[src/rtl/pu_riscv_verilog_pkg.sv]
// Shared RISC-V definitions: memory access sizes, data-memory responder
// state encoding and the size-to-byte-enable helper.
package pu_riscv_verilog_pkg;

  localparam logic [2:0] BYTE       = 3'b000;
  localparam logic [2:0] HWORD      = 3'b001;
  localparam logic [2:0] WORD       = 3'b010;
  localparam logic [2:0] DWORD      = 3'b011;
  localparam logic [2:0] UNDEF_SIZE = 3'b111;

  typedef enum logic [2:0] {
    IDLE,
    WRITE,
    READ,
    RDATA,
    ERR
  } dmem_state_t;

  // Byte-enable mask for an access at byte offset 0; unknown sizes enable nothing
  function automatic logic [7:0] size2be(input logic [2:0] size);
    case (size)
      BYTE:    size2be = 8'h01;
      HWORD:   size2be = 8'h03;
      WORD:    size2be = 8'h0F;
      DWORD:   size2be = 8'hFF;
      default: size2be = 8'h00;
    endcase
  endfunction

endpackage

[src/rtl/pu_riscv_dmem_responder.sv]
// Data-memory responder: turns load/store strobes into RAM accesses, checks
// alignment and range, and buffers one request that arrives while busy.
module pu_riscv_dmem_responder
  import pu_riscv_verilog_pkg::*;
#(
  parameter int XLEN  = 64,
  parameter int DEPTH = 1024
) (
  input  logic                     clk,
  input  logic                     rstn,
  input  logic                     dmem_req,
  input  logic [XLEN-1:0]          dmem_adr,
  input  logic [XLEN-1:0]          dmem_d,
  input  logic                     dmem_we,
  input  logic [2:0]               dmem_size,
  output logic                     dmem_ack,
  output logic [XLEN-1:0]          dmem_q,
  output logic                     dmem_misaligned,
  output logic                     dmem_page_fault,
  output logic                     dmem_overrun,
  output logic                     mem_en,
  output logic                     mem_we,
  output logic [$clog2(DEPTH)-1:0] mem_adr,
  output logic [XLEN/8-1:0]        mem_be,
  output logic [XLEN-1:0]          mem_d,
  input  logic [XLEN-1:0]          mem_q
);

  localparam int BYTES = XLEN/8;
  localparam int OFFW  = $clog2(BYTES);
  localparam int AW    = $clog2(DEPTH);
  localparam logic [XLEN:0] LIMIT = (XLEN+1)'(DEPTH * BYTES);

  typedef struct packed {
    logic [XLEN-1:0] adr;
    logic [XLEN-1:0] d;
    logic            we;
    logic [2:0]      size;
  } req_t;

  dmem_state_t state, state_nxt;
  req_t        in_req, pend, cur, sel;
  logic        pend_vld, take;
  logic        sel_mis, sel_oor, cur_mis, cur_oor;
  logic        ack_nxt, mis_nxt, pf_nxt;
  logic [15:0] be_wide;
  logic        unused;

  assign in_req = '{adr: dmem_adr, d: dmem_d, we: dmem_we, size: dmem_size};
  // A buffered request is always older than whatever arrives now
  assign sel    = pend_vld ? pend : in_req;
  assign take   = (state == IDLE) && (pend_vld || dmem_req);

  always_comb begin
    sel_mis = 1'b0;
    case (sel.size)
      BYTE:    sel_mis = 1'b0;
      HWORD:   sel_mis = sel.adr[0];
      WORD:    sel_mis = |sel.adr[1:0];
      DWORD:   sel_mis = (XLEN == 32) || (|sel.adr[2:0]);
      default: sel_mis = 1'b1;
    endcase
    sel_oor = {1'b0, sel.adr} >= LIMIT;
  end

  always_ff @(posedge clk) begin
    if (!rstn) state <= IDLE;
    else       state <= state_nxt;
  end

  always_comb begin
    state_nxt = state;
    case (state)
      IDLE: begin
        if (take) begin
          if (sel_mis || sel_oor) state_nxt = ERR;
          else if (sel.we)        state_nxt = WRITE;
          else                    state_nxt = READ;
        end
      end
      READ:    state_nxt = RDATA;
      default: state_nxt = IDLE;
    endcase
  end

  // RAM strobes are gated by rstn so an access is killed on the reset edge itself
  always_comb begin
    mem_en  = 1'b0;
    mem_we  = 1'b0;
    ack_nxt = 1'b0;
    mis_nxt = 1'b0;
    pf_nxt  = 1'b0;
    case (state)
      WRITE: begin
        mem_en  = rstn;
        mem_we  = rstn;
        ack_nxt = 1'b1;
      end
      READ:  mem_en  = rstn;
      RDATA: ack_nxt = 1'b1;
      ERR: begin
        ack_nxt = 1'b1;
        mis_nxt = cur_mis;
        pf_nxt  = !cur_mis && cur_oor;
      end
      default: ;
    endcase
  end

  assign mem_adr = cur.adr[OFFW +: AW];
  assign mem_d   = cur.d;
  assign be_wide = 16'(size2be(cur.size)) << cur.adr[OFFW-1:0];
  assign mem_be  = be_wide[BYTES-1:0];

  always_ff @(posedge clk) begin
    if (!rstn) begin
      dmem_ack        <= 1'b0;
      dmem_misaligned <= 1'b0;
      dmem_page_fault <= 1'b0;
      dmem_overrun    <= 1'b0;
      dmem_q          <= '0;
      pend_vld        <= 1'b0;
    end else begin
      dmem_ack        <= ack_nxt;
      dmem_misaligned <= mis_nxt;
      dmem_page_fault <= pf_nxt;
      if (state == RDATA) dmem_q <= mem_q;
      if (state == IDLE) begin
        if (pend_vld) pend_vld <= dmem_req;
      end else if (dmem_req) begin
        if (pend_vld) dmem_overrun <= 1'b1;
        else          pend_vld     <= 1'b1;
      end
    end
  end

  // Request payloads need no reset; they are only consumed behind valid/state
  always_ff @(posedge clk) begin
    if (take) begin
      cur     <= sel;
      cur_mis <= sel_mis;
      cur_oor <= sel_oor;
    end
    if (dmem_req && (state != IDLE ? !pend_vld : pend_vld)) pend <= in_req;
  end

  assign unused = ^{cur.we, cur.adr, be_wide};

endmodule

[config.mk]
export PLATFORM = sky130hd
export DESIGN_NAME = pu_riscv_dmem_responder
export DESIGN_NICKNAME = d
export VERILOG_FILES = /design/src/rtl/pu_riscv_verilog_pkg.sv /design/src/rtl/pu_riscv_dmem_responder.sv
export SDC_FILE = /design/constraint.sdc
export NUM_CORES = 1
export LEC_CHECK = 0
export ABC_AREA = 1
export BUFFER_PORTS_ARGS = -buffer_cell sky130_fd_sc_hd__buf_2
export CORE_ASPECT_RATIO = 1.25
export CORE_UTILIZATION = 50
export CTS_BUF_LIST = sky130_fd_sc_hd__clkbuf_4
export CTS_CLUSTER_DIAMETER = 40
export DETAILED_ROUTE_END_ITERATION = 12
export PLACE_DENSITY = 0.81
export SLEW_MARGIN = 20
export SYNTH_ARGS = -nofsm -noshare
export SYNTH_HDL_FRONTEND = slang
export SYNTH_SLANG_ARGS = --single-unit
[constraint.sdc]
create_clock -name clk -period 9.1 [get_ports clk]
set_input_delay 1.82 -clock clk [delete_from_list [all_inputs] [get_ports clk]]
set_output_delay 1.82 -clock clk [all_outputs]
set_load 0.01 [all_outputs]
==> run_results.csv <==
group,metric,value,unit
grt,grt_pass1_vias,7780,
setup_path,r2r_end,"pend[118]",
route,wl,24.54,mm
grt,grt_start_max_net_pins,100,
cells_and_area,nNetsFinal,1540,
die,start_util,0.5154,
cells_and_area,fillers,1746,
die,rows,60,
setup_path,cp-end-kind,"output port",
setup_path,reg2reg_depth,5,
grt,use_met3,0.07019,
route,via_count,7992,
cells_and_area,area_delta_synth_final,20.63,%
cells_and_area,drive_gt1_frac,0.3420,
logic_synthesis,syn-cell-area,11220,um^2
placed_design,numPortBuffers,350,
die,die_area,23050,um^2
cells_and_area,fin_util,0.6217,
power_and_ir_drop,pwr-share-clk,0.380,
cells_and_area,seq_area,7871,um^2
logic_synthesis,synth_nets,1227,
clock_tree,hold_buffers,0,
clock_tree,clkTransAtPathRegs,70,ps
sta,final.min_clock_period,5030,ps
route,ant_nets,0,
clock_tree,htree_levels,3,
setup_path,reg2reg_slack,5260,ps
route,drcViolationCount,0,
power_and_ir_drop,power_density,202.1,nW/um^2
hold_path,hold_path_class,"flop to flop",
clock_tree,cts-buffers-inserted,70,
run_status,status,"finished, final reports clean",
grt,antenna_found_initial,8,
sta,timing.final.crit_share,0.5528,
grt,grt_use_met1,0.2313,
hold_path,worstHoldStart,"dmem_overrun",
flow_run,cap_viol_max_count,0,
route,dr.first_iter.drc_count,440,
sta,tightest_slew,1063,ps
logic_synthesis,synth_area_per_cell,10.92,um^2
logic_synthesis,ys_seq_area_frac,0.7012,
route,via_per_inst,4.783,
power_and_ir_drop,seq_power_share,0.547,
logic_synthesis,yosys_warnings,0,
grt,use_met2,0.3636,
clock_tree,root_buffer,"clkbuf_4",
sta,finClkSkew,31.94,ps
route,routedWlPerCell,14.69,um
logic_synthesis,synth_cell_types,28,
clock_tree,ctsResizeCount,0,
hold_path,min_path_cells,2,
die,pin_count,351,
power_and_ir_drop,combinationalPowerShare,0.073,
power_and_ir_drop,p_sw_frac,0.2272,
sta,hold_viol_final,0,
grt,track_usage,0.2095,
sta,max_slew_margin,0.2911,
die,die-width,136.0,um
sta,max_freq,198.8,MHz
sta,final.setup.tns,0,ps
setup_path,worstSetupStartpointType,"input pin",
die,core-area,21770,um^2
setup_path,r2r-start,"pend_vld",
placed_design,place_hpwl,16.37,mm
setup_path,critPathRequiredTime,7280,ps
sta,slew_viol_final,0,
route,drtPass1Iterations,5,
power_and_ir_drop,p_switching,0.6212,mW
clock_tree,cts.sinks,286,
cells_and_area,multi_input_area,2481,um^2
grt,top_usage_layer,"met2",
power_and_ir_drop,ir_drop,105.5,uV
setup_path,critPathMaxFanout,71,
setup_path,crit_type,"input pin to output port",
die,die_height,169.5,um
clock_tree,cts_tree,"done",
power_and_ir_drop,power.internal,2.114,mW
power_and_ir_drop,p_leak,6.224,nW
sta,rsz0062_at_grt,"false",
grt,overflow,0,
clock_tree,clk_latency,620,ps
logic_synthesis,synth-seq-cells,286,
clock_tree,cts_buffer_depth,3,
clock_tree,cts_setup_buffers,0,
hold_path,whs_endpoint,"dmem_overrun",
setup_path,crit_arrival,3210,ps
grt,grt_pass1_wl,37.36,mm
placed_design,gp_congestion,0.8443,
logic_synthesis,synth_top_area_share,0.5727,
logic_synthesis,synthTopCellsByArea,"edfxtp_1 (57%), dfxtp_1 (13%), nand2_1 (9.0%)",
logic_synthesis,yosys.area.top_type,"edfxtp_1",
sta,finalSetupViolations,0,
logic_synthesis,synthCells,1028,
## cell usage in the layout (no fill, tap or decap)
master	count
inv_2	3
clkinv_2	1
nor3_2	1
nand3b_1	14
a21oi_1	4
dfxtp_4	1
buf_4	4
a21boi_0	1
o211ai_1	1
nor2_4	3
nand3_1	13
clkbuf_4	93
nand2_1	268
o21ai_1	4
inv_4	1
nor3_1	2
inv_1	32
buf_16	1
edfxtp_1	214
diode_2	6
nor2_1	189
clkinv_1	18
buf_2	350
o22ai_1	1
dfxtp_1	71
or2_2	2
buf_6	1
nand4_1	3
bufinv_16	3
a31oi_1	1
nand2_2	2
nor2_2	8
o21ai_0	76
## kinds of logic (layout without fill, tap and decap cells)
kind of cell           Yosys count  after routing  share of synthesized area
flip-flops                     286            286                     0.7012
AND/OR/NAND/NOR                505            505                     0.1794
buffers and inverters          149            507                    0.07951
other                            0              6                          0
AO/OA/AOI/OAI                   88             88                    0.03992
## worst max-delay path by stage
stage	slack, ps	endpoint	startpoint	cells after the start
after detailed placement	4130	mem_en	rstn	5
after floorplan	1080	pend[0]	dmem_req	2
after CTS	4120	mem_en	rstn	5
after global placement	4120	mem_en	rstn	5
final	4070	mem_en	rstn	5
after global routing	4030	mem_en	rstn	5
## per-layer routing
| metal | vias to the layer above | share of wire | wire [um] |
|---|---|---|---|
| met5 | - | 0.00053 | 13 |
| met1 | 3600 | 0.38 | 9424 |
| li1 | 3992 | - | - |
| met3 | 49 | 0.085 | 2085 |
| met4 | 2 | 0.025 | 616 |
| met2 | 349 | 0.51 | 12400 |
## flip-flops by register name (all words and copies together), names as in the netlist
name / flops
cur: 6
cur_mis: 1
cur_oor: 1
dmem_ack: 1
dmem_misaligned: 1
dmem_overrun: 1
dmem_page_fault: 1
dmem_q: 64
mem_adr: 10
mem_d: 64
pend: 132
pend_vld: 1
state: 3
## final cells by class
class | count | area share
tap | 279 | 0.02579
sequential | 286 | 0.5815
clock buffer | 93 | 0.05158
antenna | 6 | 0.001109
clock inverter | 24 | 0.01257
multi-input combinational | 593 | 0.1833
timing repair buffer | 356 | 0.1345
inverter | 34 | 0.009614
## per-stage QoR
stage                     hold slack [ps]  instances  worst slack [ps]  power, mW  instance area [um^2]
after floorplan                     451.5       1028              1077      1.662                 11220
after global placement              451.1       1547              4121      1.717                 12620
after detailed placement            458.4       1547              4129      1.726                 12620
after CTS                           478.7       1664              4125      2.771                 13490
after global routing                490.6       1669              4030      2.864                 13530
final                               473.4       1671              4070      2.735                 13540
## worst max-delay path: stages
cell and delay (ps):
buf_2 80, buf_4 470, nand3_1 220, o21ai_0 380, buf_2 210
## power by group through the flow
| stage | registers (mW) | clock network (mW) | logic, mW |
|---|---|---|---|
| after floorplan | 1.53 | 0 | 0.134 |
| after global placement | 1.53 | 0 | 0.191 |
| after detailed placement | 1.53 | 0 | 0.197 |
| after CTS | 1.50 | 1.07 | 0.197 |
| after global routing | 1.50 | 1.14 | 0.225 |
| final | 1.50 | 1.04 | 0.201 |
## synth_stat cells (all sizes together)
master and n:
o22ai 1, nand3b 14, o21ai 80, a21boi 1, nor2 200, nand3 13, edfxtp 214, inv 34
or2 2, a21oi 4, a31oi 1, dfxtp 72, clkbuf 22, buf 93, nand2 270, o211ai 1
nand4 3, nor3 3
Power figures use the tool's default switching activity.
